$ cat src/rtl/demux_stream_pkg.sv
// Shared select encodings and output-stage state type for demux_stream_1x2.
package demux_stream_pkg;

  localparam logic SEL_OUT0 = 1'b0;
  localparam logic SEL_OUT1 = 1'b1;

  typedef enum logic {STAGE_EMPTY, STAGE_FULL} stage_state_t;

endpackage

$ cat src/rtl/demux_stream_1x2_stage.sv
// One-entry valid/ready register stage (stream_reg_stage); accepts a beat
// whenever empty or draining in the same cycle, so pass-through has no bubble.
module stream_reg_stage
  import demux_stream_pkg::*;
#(
  parameter int unsigned WIDTH = 8
) (
  input  logic             clk,
  input  logic             rst,
  input  logic             i_valid,
  output logic             o_ready,
  input  logic [WIDTH-1:0] i_data,
  output logic             o_valid,
  input  logic             i_ready,
  output logic [WIDTH-1:0] o_data
);

  stage_state_t     r_state;
  stage_state_t     w_state_next;
  logic [WIDTH-1:0] r_data;
  logic             w_load;
  logic             w_drain;

  always_comb begin
    w_drain      = (r_state == STAGE_FULL) && i_ready;
    o_ready      = (r_state == STAGE_EMPTY) || i_ready;
    w_load       = i_valid && o_ready;
    w_state_next = r_state;
    case (r_state)
      STAGE_EMPTY: if (w_load) w_state_next = STAGE_FULL;
      STAGE_FULL:  if (w_drain && !w_load) w_state_next = STAGE_EMPTY;
      default:     w_state_next = STAGE_EMPTY;
    endcase
  end

  always_ff @(posedge clk) begin
    if (rst) begin
      r_state <= STAGE_EMPTY;
    end else begin
      r_state <= w_state_next;
    end
  end

  always_ff @(posedge clk) begin
    if (rst) begin
      r_data <= '0;
    end else if (w_load) begin
      r_data <= i_data;
    end
  end

  assign o_valid = (r_state == STAGE_FULL);
  assign o_data  = r_data;

endmodule

$ cat src/rtl/demux_stream_1x2.sv
// Registered 1-to-2 stream demultiplexer; optional per-output beat counters
// enabled by defining DEMUX_STREAM_COUNT_EN.
module demux_stream_1x2
  import demux_stream_pkg::*;
#(
  parameter int unsigned WIDTH     = 8,
  parameter int unsigned CNT_WIDTH = 16
) (
  input  logic                 clk,
  input  logic                 rst,
  input  logic                 in_valid,
  output logic                 in_ready,
  input  logic [WIDTH-1:0]     in_data,
  input  logic                 in_sel,
  output logic                 out0_valid,
  input  logic                 out0_ready,
  output logic [WIDTH-1:0]     out0_data,
  output logic                 out1_valid,
  input  logic                 out1_ready,
  output logic [WIDTH-1:0]     out1_data
`ifdef DEMUX_STREAM_COUNT_EN
  ,
  output logic [CNT_WIDTH-1:0] out0_count,
  output logic [CNT_WIDTH-1:0] out1_count
`endif
);

  logic w_valid0;
  logic w_valid1;
  logic w_ready0;
  logic w_ready1;

  // Each stage only sees in_valid when selected, so its own load equals loadN.
  assign w_valid0 = in_valid && (in_sel == SEL_OUT0);
  assign w_valid1 = in_valid && (in_sel == SEL_OUT1);
  assign in_ready = (in_sel == SEL_OUT1) ? w_ready1 : w_ready0;

  stream_reg_stage #(.WIDTH(WIDTH)) u_stage0 (
    .clk     (clk),
    .rst     (rst),
    .i_valid (w_valid0),
    .o_ready (w_ready0),
    .i_data  (in_data),
    .o_valid (out0_valid),
    .i_ready (out0_ready),
    .o_data  (out0_data)
  );

  stream_reg_stage #(.WIDTH(WIDTH)) u_stage1 (
    .clk     (clk),
    .rst     (rst),
    .i_valid (w_valid1),
    .o_ready (w_ready1),
    .i_data  (in_data),
    .o_valid (out1_valid),
    .i_ready (out1_ready),
    .o_data  (out1_data)
  );

`ifdef DEMUX_STREAM_COUNT_EN
  logic [CNT_WIDTH-1:0] r_out0_count;
  logic [CNT_WIDTH-1:0] r_out1_count;

  always_ff @(posedge clk) begin
    if (rst) begin
      r_out0_count <= '0;
      r_out1_count <= '0;
    end else begin
      if (out0_valid && out0_ready) r_out0_count <= r_out0_count + CNT_WIDTH'(1);
      if (out1_valid && out1_ready) r_out1_count <= r_out1_count + CNT_WIDTH'(1);
    end
  end

  assign out0_count = r_out0_count;
  assign out1_count = r_out1_count;
`endif

endmodule
$ cat config.mk
export PLATFORM = sky130hd
export DESIGN_NAME = demux_stream_1x2
export DESIGN_NICKNAME = d
export VERILOG_FILES = /design/src/rtl/demux_stream_pkg.sv /design/src/rtl/demux_stream_1x2_stage.sv /design/src/rtl/demux_stream_1x2.sv
export SDC_FILE = /design/constraint.sdc
export NUM_CORES = 1
export LEC_CHECK = 0
export ABC_AREA = 1
export BUFFER_PORTS_ARGS = -buffer_cell sky130_fd_sc_hd__buf_2
export CELL_PAD_IN_SITES_DETAIL_PLACEMENT = 1
export CELL_PAD_IN_SITES_GLOBAL_PLACEMENT = 1
export CORE_AREA = 4 4 55 57
export CTS_BUF_LIST = sky130_fd_sc_hd__clkbuf_4 sky130_fd_sc_hd__clkbuf_8
export DETAILED_ROUTE_END_ITERATION = 8
export DIE_AREA = 0 0 59 61
export GPL_ROUTABILITY_DRIVEN = 1
export GPL_TIMING_DRIVEN = 0
export PLACE_DENSITY = 0.81
export SLEW_MARGIN = 40
export SYNTH_ARGS = -nofsm -noshare
export SYNTH_HDL_FRONTEND = slang
export SYNTH_SLANG_ARGS = --single-unit
$ cat constraint.sdc
create_clock -name clk -period 1.2 [get_ports clk]
set_input_delay 0.12 -clock clk [delete_from_list [all_inputs] [get_ports clk]]
set_output_delay 0.12 -clock clk [all_outputs]
set_load 0.005 [all_outputs]
==> flow_summary.toml, run 1 <==
[grt]
track_usage_pct = 13.7
grt_first_pass_wirelength_um = 3760
grt_overflow = 0
number_of_global_route_vias_before_repair = 893
pin_count_of_the_biggest_net_entering_global_routing = 19
antenna_found_initial = 0

[drt]
drtAntennaViolNets = 0
finalWirelength_um = 2210
wl_per_cell_um = 12.4
via_count = 855
drt_pass1_iterations = 4
drc = 0
drt_first_iter_violations = 4
detail_route.vias_per_cell = 4.78

[sta]
timing.final.crit_share_pct = 91.5
finalHoldViolCount = 0
setup_violations = 0
grt_setup_unrepaired = "false"
min_cycle_time_layout_ns = 1.10
max_slew_margin_pct = 71.1
timing_worst_slew_pin_value_ns = 0.433
skew_ns = 0.0102
fmaxAchievable_mhz = 911
maxSlewViolCount = 0
setup-tns-final_ns = 0

[cts]
clock_latency_ns = 0.29
cts.reportedPaths.clkPinSlew_ns = 0.11
h-tree-depth = 1
max-clock-path-buffers = 2
clk_root_buffer_cell = "sky130_fd_sc_hd__clkbuf_4"
tritoncts.num_buffers = 3
cts.sinks = 18
cts_tree = "built"

[critical_path]
critical_path.reg2reg.endpoint = "u_stage1.o_data[1]"
worstSetupPathDepth = 4
crit_path_max_fanout = 3
cpPeakStageDelay_ns = 0.35
timing.critical_path.to = "in_ready"
timing.critical_path.cells = "nand2_4 > inv_2 > o21ai_1 > buf_2"
path_buf_inv = 2
timing.setup.critical_path_class = "flip-flop to output pin"
arrival_ns = 0.98
startpoint_type = "flip-flop"
required_ns = 1.08
cp_slowest_cell = "sky130_fd_sc_hd__dfxtp_2"
endpoint_kind = "output pin"
timing.reg2reg.setup_slack_ns = 0.27
cp_top_family = "flip-flops"
reg2regPathDepth = 4
crit-reg2reg-launch = "u_stage1.o_valid"
setup.worst_path.start = "u_stage0.o_valid"

[final_layout]
layout.nets = 164
finalNonFillerCells = 179
flow.area_growth_from_synthesis_pct = 35.2
post_route_cells_drive_above_1_share_pct = 35.6
n_fill_cell = 333
antenna-diode-count = 0

[placement]
place_hpwl_um = 1690
portBuffers = 32
place_inst = 171
place_congestion = 0.804

[flow_run]
max_cap_violations = 0

[die]
die-height_um = 61
die_area_um2 = 3600
initial_utilization_pct = 32.5
die_width_um = 59
floorplan.core_area_um2 = 2480
top_level_ports = 33
floorplan.rows = 18

[power_and_ir_drop]
power_density_over_the_cells_nw_per_um2 = 1170
ir_worst_vdd_uv = 495
fin_total_pwr_mw = 1.27
total_leakage_power_nw = 0.581

[logic_synthesis]
ys_async_sr_fraction_pct = 0
syn-mean-instance-area_um2 = 7.39
netlist-cell-type-count = 18
synth_warnings = 0
ys.flop_type = "sky130_fd_sc_hd__dfxtp_1"
synth-seq-area-share_pct = 44.7
synth_instances = 109
netlist_top_cells_count = "18 x sky130_fd_sc_hd__dfxtp_1, 17 x sky130_fd_sc_hd__nand2_1, 16 x sky130_fd_sc_hd__nand3_1, 16 x sky130_fd_sc_hd__nor2_1, 15 x sky130_fd_sc_hd__a21oi_1"
synth_top_area_share_pct = 44.7
post_synth_edffs = 0
cell_type_contributing_the_most_total_cell_area_after_synthesis = "sky130_fd_sc_hd__dfxtp_1"
syn_nets = 123
synthesis.area_um2 = 806
synthesis_stage_register_bit_count = 18
netlist_top_cells_area = "sky130_fd_sc_hd__dfxtp_1 45%, sky130_fd_sc_hd__nand3_1 9.9%, sky130_fd_sc_hd__a21oi_1 9.3%"
synthMostInstantiatedCell = "sky130_fd_sc_hd__dfxtp_1"

[status]
outcome = "finished clean"

[min_path]
min_from = "in_valid"
timing.hold.worst.class = "input pin to flip-flop"
worst_hold_path.num_cells = 3
-- state kept, by name, summed over array words and instances, names as in the netlist --
| signal | flops |
|---|---|
| u_stage1.o_data | 8 |
| u_stage1.o_valid | 1 |
| u_stage0.o_valid | 1 |
| u_stage0.o_data | 8 |
-- worst min path at each step --
stage / endpoint / slack (ns)
detailed placement: u_stage1.o_valid / 0.31
CTS: u_stage1.o_valid / 0.10
finish: u_stage1.o_valid / 0.12
global placement: u_stage1.o_valid / 0.30
global route: u_stage1.o_valid / 0.12
floorplan: u_stage1.o_valid / 0.19
-- report_power, final --
part / internal (mW) / total, mW / switching, mW
sequential: 0.637 / 0.660 / 0.0227
clock: 0.185 / 0.377 / 0.192
combinational: 0.108 / 0.233 / 0.125
total: 0.930 / 1.27 / 0.340
-- worst min-delay path, delay by kind of cell --
family          cells  cell delay (ns)
simple gates        1             0.10
compound gates      1             0.07
buf+inv             1             0.11
-- layout make-up --
cell class	count	area [um2]	share of cell area (%)
Sequential cell	18	365	33.5
Multi-Input combinational cell	72	358	32.8
Timing Repair Buffer	38	208	19.1
Inverter	14	55.1	5.05
Tap cell	30	37.5	3.44
Clock buffer	4	36.3	3.33
Buffer	3	30.0	2.76
-- kinds of logic after synthesis --
group / after synthesis / share of synthesized area (%)
flops: 18 / 44.7
compound gates: 19 / 13.0
buf+inv: 19 / 13.2
simple gates: 53 / 29.0
-- what timing repair did --
item                                   4_1_cts  5_1_grt
endpoints found under the hold margin        1        0
resized for setup                            7        2
pin swaps                                    1        1
hold buffers                                 1        0
buffers inserted                             2        3
setup endpoints to repair                    1        1
-- stage by stage --
step / instance area (um2) / util [%] / hold WS (ns) / setup slack, ns
2_1_floorplan: 806 / - / 0.189 / 0.265
3_3_place_gp: 1000 / 40.5 / 0.298 / 0.132
3_5_place_dp: 1000 / 40.5 / 0.310 / 0.123
4_1_cts: 1080 / 43.4 / 0.105 / 0.00504
5_1_grt: 1090 / 44.0 / 0.125 / 0.0316
6_report: 1090 / 44.0 / 0.124 / 0.102
-- placed cells by master (no fill, tap or decap), types with 2 or more instances in the layout --
cell type	instances
sky130_fd_sc_hd__nand3_1	16
sky130_fd_sc_hd__nand2_1	17
sky130_fd_sc_hd__dfxtp_1	16
sky130_fd_sc_hd__a21oi_2	2
sky130_fd_sc_hd__buf_4	5
sky130_fd_sc_hd__inv_1	11
sky130_fd_sc_hd__a21oi_1	15
sky130_fd_sc_hd__buf_2	32
sky130_fd_sc_hd__nor2_1	16
sky130_fd_sc_hd__clkbuf_4	3
-- metal layers --
layer	GRT usage [%]	up-vias	part of all wire (%)
met2	24.8	26	53
met3	3.40	2	5.7
li1	-	423	-
met1	15.2	404	41
met4	5.83	0	0.36
met5	0	-	0
Note: power is estimated with default switching activity, not from simulation.
==> run 2: changes to the inputs <==
--- a/config.mk
+++ b/config.mk
@@ -5,17 +5,17 @@
 export SDC_FILE = /design/constraint.sdc
 export NUM_CORES = 1
 export LEC_CHECK = 0
-export ABC_AREA = 1
+export ABC_AREA = 0
 export BUFFER_PORTS_ARGS = -buffer_cell sky130_fd_sc_hd__buf_2
 export CELL_PAD_IN_SITES_DETAIL_PLACEMENT = 1
 export CELL_PAD_IN_SITES_GLOBAL_PLACEMENT = 1
-export CORE_AREA = 4 4 55 57
+export CORE_AREA = 4 4 53 55
 export CTS_BUF_LIST = sky130_fd_sc_hd__clkbuf_4 sky130_fd_sc_hd__clkbuf_8
 export DETAILED_ROUTE_END_ITERATION = 8
-export DIE_AREA = 0 0 59 61
+export DIE_AREA = 0 0 57 59
 export GPL_ROUTABILITY_DRIVEN = 1
 export GPL_TIMING_DRIVEN = 0
-export PLACE_DENSITY = 0.81
+export PLACE_DENSITY = 0.82
 export SLEW_MARGIN = 40
 export SYNTH_ARGS = -nofsm -noshare
 export SYNTH_HDL_FRONTEND = slang
==> flow_summary.toml, run 2 <==
[cts]
tritoncts.num_buffers = 3
cts-hold-fix-buffers = 0
max-clock-path-buffers = 2
cts.sinks = 18
cts.reportedPaths.clkPinSlew_ns = 0.10
clock_latency_ns = 0.30
clk_root_buffer_cell = "sky130_fd_sc_hd__clkbuf_4"
cts_tree = "built"
h-tree-depth = 1

[sta]
skew_ns = 0.00451
setup-tns-final_ns = -0.0625
worst_slack_ns = -0.0625
finalHoldViolCount = 0
grt_setup_unrepaired = "true"
setup_violations = 1
min_cycle_time_layout_ns = 1.26
timing_worst_slew_pin_value_ns = 0.394
fmaxAchievable_mhz = 792
max_slew_margin_pct = 73.7
timing.final.crit_share_pct = 105
maxSlewViolCount = 0
holdWs_ns = 0.0955

[die]
die-height_um = 59
initial_utilization_pct = 32.8
die_width_um = 57
top_level_ports = 33
die_area_um2 = 3360
floorplan.rows = 18
floorplan.core_area_um2 = 2390

[final_layout]
layout.cells.most_common = "sky130_fd_sc_hd__buf_2"
design_area_um2 = 1060
flow.area_growth_from_synthesis_pct = 35.3
layout.core_utilization_pct = 44.4
finalNonFillerCells = 150
post_route_cells_drive_above_1_share_pct = 41.7
antenna-diode-count = 0
layout.nets = 135
mostFrequentLayoutCells = "33 x sky130_fd_sc_hd__buf_2, 17 x sky130_fd_sc_hd__nand2b_1, 16 x sky130_fd_sc_hd__dfxtp_1"

[logic_synthesis]
synth_instances = 82
syn-mean-instance-area_um2 = 9.55
netlist-cell-type-count = 15
syn_nets = 96
synth_warnings = 0
ys.flop_type = "sky130_fd_sc_hd__dfxtp_1"
synthesis_stage_register_bit_count = 18
post_synth_edffs = 0
synth_top_area_share_pct = 46.0
synthesis.area_um2 = 783
netlist_top_cells_count = "18 x sky130_fd_sc_hd__dfxtp_1, 17 x sky130_fd_sc_hd__nand2b_1, 16 x sky130_fd_sc_hd__o21ai_0"
synthMostInstantiatedCell = "sky130_fd_sc_hd__dfxtp_1"
ys_async_sr_fraction_pct = 0
cell_type_contributing_the_most_total_cell_area_after_synthesis = "sky130_fd_sc_hd__dfxtp_1"
synth-seq-area-share_pct = 46.0
netlist_top_cells_area = "sky130_fd_sc_hd__dfxtp_1 46%, sky130_fd_sc_hd__nand2b_1 14%, sky130_fd_sc_hd__mux2i_1 10%"

[placement]
place_hpwl_um = 1650
portBuffers = 32
post_dp_cell_area_um2 = 981
place_inst = 144
place_congestion = 0.728

[drt]
via_count = 716
drc = 0
drtAntennaViolNets = 0
finalWirelength_um = 2210
detail_route.vias_per_cell = 4.77
drt_pass1_iterations = 4
wl_per_cell_um = 14.7
drt_first_iter_violations = 6

[flow_run]
max_cap_violations = 0

[critical_path]
startpoint_type = "flip-flop"
required_ns = 1.08
reg2regPathDepth = 5
timing.setup.critical_path_class = "flip-flop to output pin"
endpoint_kind = "output pin"
arrival_ns = 1.14
crit_path_max_fanout = 2

[grt]
pin_count_of_the_biggest_net_entering_global_routing = 11
global_route.usage.met2_pct = 28.7
track_usage_pct = 15.2
grt_busiest_layer = "met2"
grt_use_met1_pct = 15.9
grt_overflow = 0
gr-usage-met3_pct = 1.74
number_of_global_route_vias_before_repair = 820
antenna_found_initial = 0
grt_first_pass_wirelength_um = 3860

[min_path]
timing.hold.worst.class = "input pin to flip-flop"
worst_hold_path.num_cells = 3

[power_and_ir_drop]
power_density_over_the_cells_nw_per_um2 = 1130
ir_worst_vdd_uv = 492
total_leakage_power_nw = 0.514

[status]
violated_checks = "negative setup slack"
outcome = "complete, but fails checks"
==> run 2: kinds of logic after synthesis <==
group	share of synthesized area (%)
flops	46.0
simple gates	28.6
mux	10.2
buf+inv	3.03
compound gates	12.1
==> run 2: layout make-up <==
type	count	area [um2]
repair buffers	35	183
fillers	308	1330
plain buffers	3	22.5
well taps	30	37.5
flip-flops and latches	18	363
clock buffers	4	36.3
multi-input cells	60	418
==> run 2: worst max-delay path, stage by stage, from the launching register on <==
cell,delay (ns)
sky130_fd_sc_hd__dfxtp_2,0.33
sky130_fd_sc_hd__or2b_4,0.27
sky130_fd_sc_hd__nor2_4,0.08
sky130_fd_sc_hd__a21oi_2,0.03
sky130_fd_sc_hd__buf_2,0.12
==> run 2: where the power goes <==
part | total (mW) | leakage [nW] | internal [mW] | switching [mW]
clock network | 0.380 | 0.0210 | 0.185 | 0.195
registers | 0.644 | 0.148 | 0.629 | 0.0156
logic | 0.176 | 0.345 | 0.0900 | 0.0865
total | 1.20 | 0.514 | 0.904 | 0.297
==> run 2: path summary, 6_finish.rpt <==
path | start | endpoint | slack [ns]
setup / recovery | u_stage0.o_valid | in_ready | -0.06
hold / removal | in_data[4] | u_stage0.o_data[4] | 0.1
setup reg to reg | u_stage1.o_valid | u_stage1.o_data[2] | 0.04
hold reg to reg | u_stage0.o_data[7] | u_stage0.o_data[7] | 0.48
==> run 2: repair_timing <==
| item | in CTS | in global routing |
|---|---|---|
| buffers inserted | 3 | 0 |
| endpoints found under the hold margin | 0 | 0 |
| resized for setup | 10 | 4 |
| endpoints found under the setup margin | 1 | 12 |
==> run 2: metrics by stage <==
step	setup slack, ns	total power [mW]
2_1_floorplan	0.169	0.742
3_3_place_gp	0.107	0.815
3_5_place_dp	0.0568	0.825
4_1_cts	-0.0717	1.22
5_1_grt	-0.145	1.27
6_report	-0.0625	1.20
==> run 2: layer usage <==
| layer | wire length [um] | vias to the layer above |
|---|---|---|
| li1 | - | 352 |
| met1 | 874 | 336 |
| met2 | 1170 | 21 |
| met3 | 83 | 7 |
| met4 | 75 | 0 |
| met5 | 0 | - |
==> run 3: changes to the inputs <==
--- a/config.mk
+++ b/config.mk
@@ -20,3 +20,4 @@
 export SYNTH_ARGS = -nofsm -noshare
 export SYNTH_HDL_FRONTEND = slang
 export SYNTH_SLANG_ARGS = --single-unit
+export TNS_END_PERCENT = 1
==> flow_summary.toml, run 3 (same netlist as run 2, synthesis figures left out) <==
[drt]
via_count = 720
finalWirelength_um = 2230
drc = 0
drt_pass1_iterations = 4
drtAntennaViolNets = 0
wl_per_cell_um = 14.8
drt_first_iter_violations = 6
detail_route.vias_per_cell = 4.77

[status]
violated_checks = "negative setup slack"
outcome = "complete, but fails checks"

[sta]
timing_worst_slew_pin_value_ns = 0.387
fmaxAchievable_mhz = 791
finalHoldViolCount = 0
worst_slack_ns = -0.0642
grt_setup_unrepaired = "true"
setup_violations = 2
setup-tns-final_ns = -0.0674
skew_ns = 0.00500
max_slew_margin_pct = 74.2
maxSlewViolCount = 0
min_cycle_time_layout_ns = 1.26
timing.final.crit_share_pct = 105

[cts]
h-tree-depth = 1
cts.reportedPaths.clkPinSlew_ns = 0.11
cts_tree = "built"
tritoncts.num_buffers = 3
cts-hold-fix-buffers = 0
clk_root_buffer_cell = "sky130_fd_sc_hd__clkbuf_4"
cts.sinks = 18
max-clock-path-buffers = 2
clock_latency_ns = 0.30

[final_layout]
combined_area_of_the_multi_input_logic_cells_um2 = 418
layout.cells.most_common = "sky130_fd_sc_hd__buf_2"
ff_latch_area_um2 = 363
layout.nets = 136
post_route_cells_drive_above_1_share_pct = 42.1
antenna-diode-count = 0
flow.area_growth_from_synthesis_pct = 37.2
n_fill_cell = 306
mostFrequentLayoutCells = "33 x sky130_fd_sc_hd__buf_2, 17 x sky130_fd_sc_hd__nand2b_1, 16 x sky130_fd_sc_hd__dfxtp_1"

[die]
die-height_um = 59
die_width_um = 57
initial_utilization_pct = 32.8
floorplan.core_area_um2 = 2390
die_area_um2 = 3360
top_level_ports = 33
floorplan.rows = 18

[grt]
grt_overflow = 0
number_of_global_route_vias_before_repair = 820
grt_first_pass_wirelength_um = 3860
antenna_found_initial = 0
track_usage_pct = 15.2
pin_count_of_the_biggest_net_entering_global_routing = 11

[critical_path]
arrival_ns = 1.14
timing.reg2reg.setup_slack_ns = 0
cp_slowest_cell = "sky130_fd_sc_hd__dfxtp_2"
reg2regPathDepth = 5
crit-reg2reg-launch = "u_stage0.o_valid"
path_buf_inv = 1
timing.critical_path.cells = "or2b_4 > nor2_4 > a21oi_2 > buf_2"
critical_path.reg2reg.endpoint = "u_stage0.o_data[2]"
endpoint_kind = "output pin"
required_ns = 1.08
startpoint_type = "flip-flop"
crit_path_max_fanout = 2
setup.worst_path.start = "u_stage0.o_valid"
cpPeakStageDelay_ns = 0.34
cp_top_family = "simple AND/OR/NAND/NOR gates"
timing.setup.critical_path_class = "flip-flop to output pin"

[power_and_ir_drop]
total_leakage_power_nw = 0.522
ir_worst_vdd_uv = 492
p_int_uw = 909
power.combinational.fraction_pct = 15.1
power_density_over_the_cells_nw_per_um2 = 1120
pwr-share-clk_pct = 31.5
fin_total_pwr_mw = 1.21
switching_share_pct = 24.8
power.sequential.fraction_pct = 53.4
switchingPower_uw = 299

[flow_run]
max_cap_violations = 0

[min_path]
min_delay_worst_endpoint = "u_stage0.o_data[4]"
worst_hold_path.num_cells = 3
min_from = "in_data[4]"
timing.hold.worst.class = "input pin to flip-flop"

[placement]
place_congestion = 0.728
place_hpwl_um = 1650
portBuffers = 32
-- run 3: cell types whose count changed in the layout (fill, tap and decap cells not counted) --
| cell | before | now |
|---|---|---|
| sky130_fd_sc_hd__buf_8 | 0 | 1 |
-- run 3: worst max path at each step --
| stage | cells past startpoint | to | slack (ns) |
|---|---|---|---|
| final | 4 | in_ready | -0.06 |
| after global routing | 4 | in_ready | -0.15 |
| after CTS | 4 | in_ready | -0.07 |
| after detailed placement | 4 | in_ready | 0.06 |
| after global placement | 4 | in_ready | 0.11 |
| after floorplan | 4 | u_stage0.o_data[0] | 0.17 |
-- run 3: area by class of cell --
class | count | area share [%]
Clock buffer | 4 | 3.38
Tap cell | 30 | 3.49
Sequential cell | 18 | 33.8
Multi-Input combinational cell | 60 | 38.9
Timing Repair Buffer | 35 | 17.0
Buffer | 4 | 3.49
-- run 3: routing by layer --
metal	global-route usage, %	up-vias	wire length (um)
met2	28.7	21	1190
li1	-	354	-
met3	1.74	7	83
met5	0	-	0
met4	9.27	0	75
met1	15.9	338	885
-- run 3: tightest hold or removal path: stages --
cell                       delay, ns
sky130_fd_sc_hd__buf_2          0.10
sky130_fd_sc_hd__nand2b_1       0.08
sky130_fd_sc_hd__mux2i_1        0.07
-- run 3: repair_timing --
action,CTS,global route
setup buffers,3,0
setup endpoints to repair,1,12
endpoints found under the hold margin,0,0
resized for setup,10,4
-- run 3: power by group through the flow --
| stage | Sequential, mW | Clock (mW) | Combinational [mW] |
|---|---|---|---|
| 3_3_place_gp | 0.655 | 0 | 0.161 |
| 4_1_cts | 0.645 | 0.391 | 0.182 |
| 3_5_place_dp | 0.658 | 0 | 0.167 |
| 6_report | 0.644 | 0.381 | 0.183 |
| 5_1_grt | 0.649 | 0.426 | 0.203 |
| 2_1_floorplan | 0.659 | 0 | 0.0830 |
-- run 3: through the flow --
stage	instance area [um2]	utilization (%)	setup WS, ns	instances	hold WS, ns
2_1_floorplan	783	-	0.169	82	0.290
3_3_place_gp	981	41.1	0.107	144	0.406
3_5_place_dp	981	41.1	0.0568	144	0.419
4_1_cts	1070	44.9	-0.0717	151	0.0882
5_1_grt	1070	45.0	-0.145	151	0.101
6_report	1070	45.0	-0.0642	151	0.0951
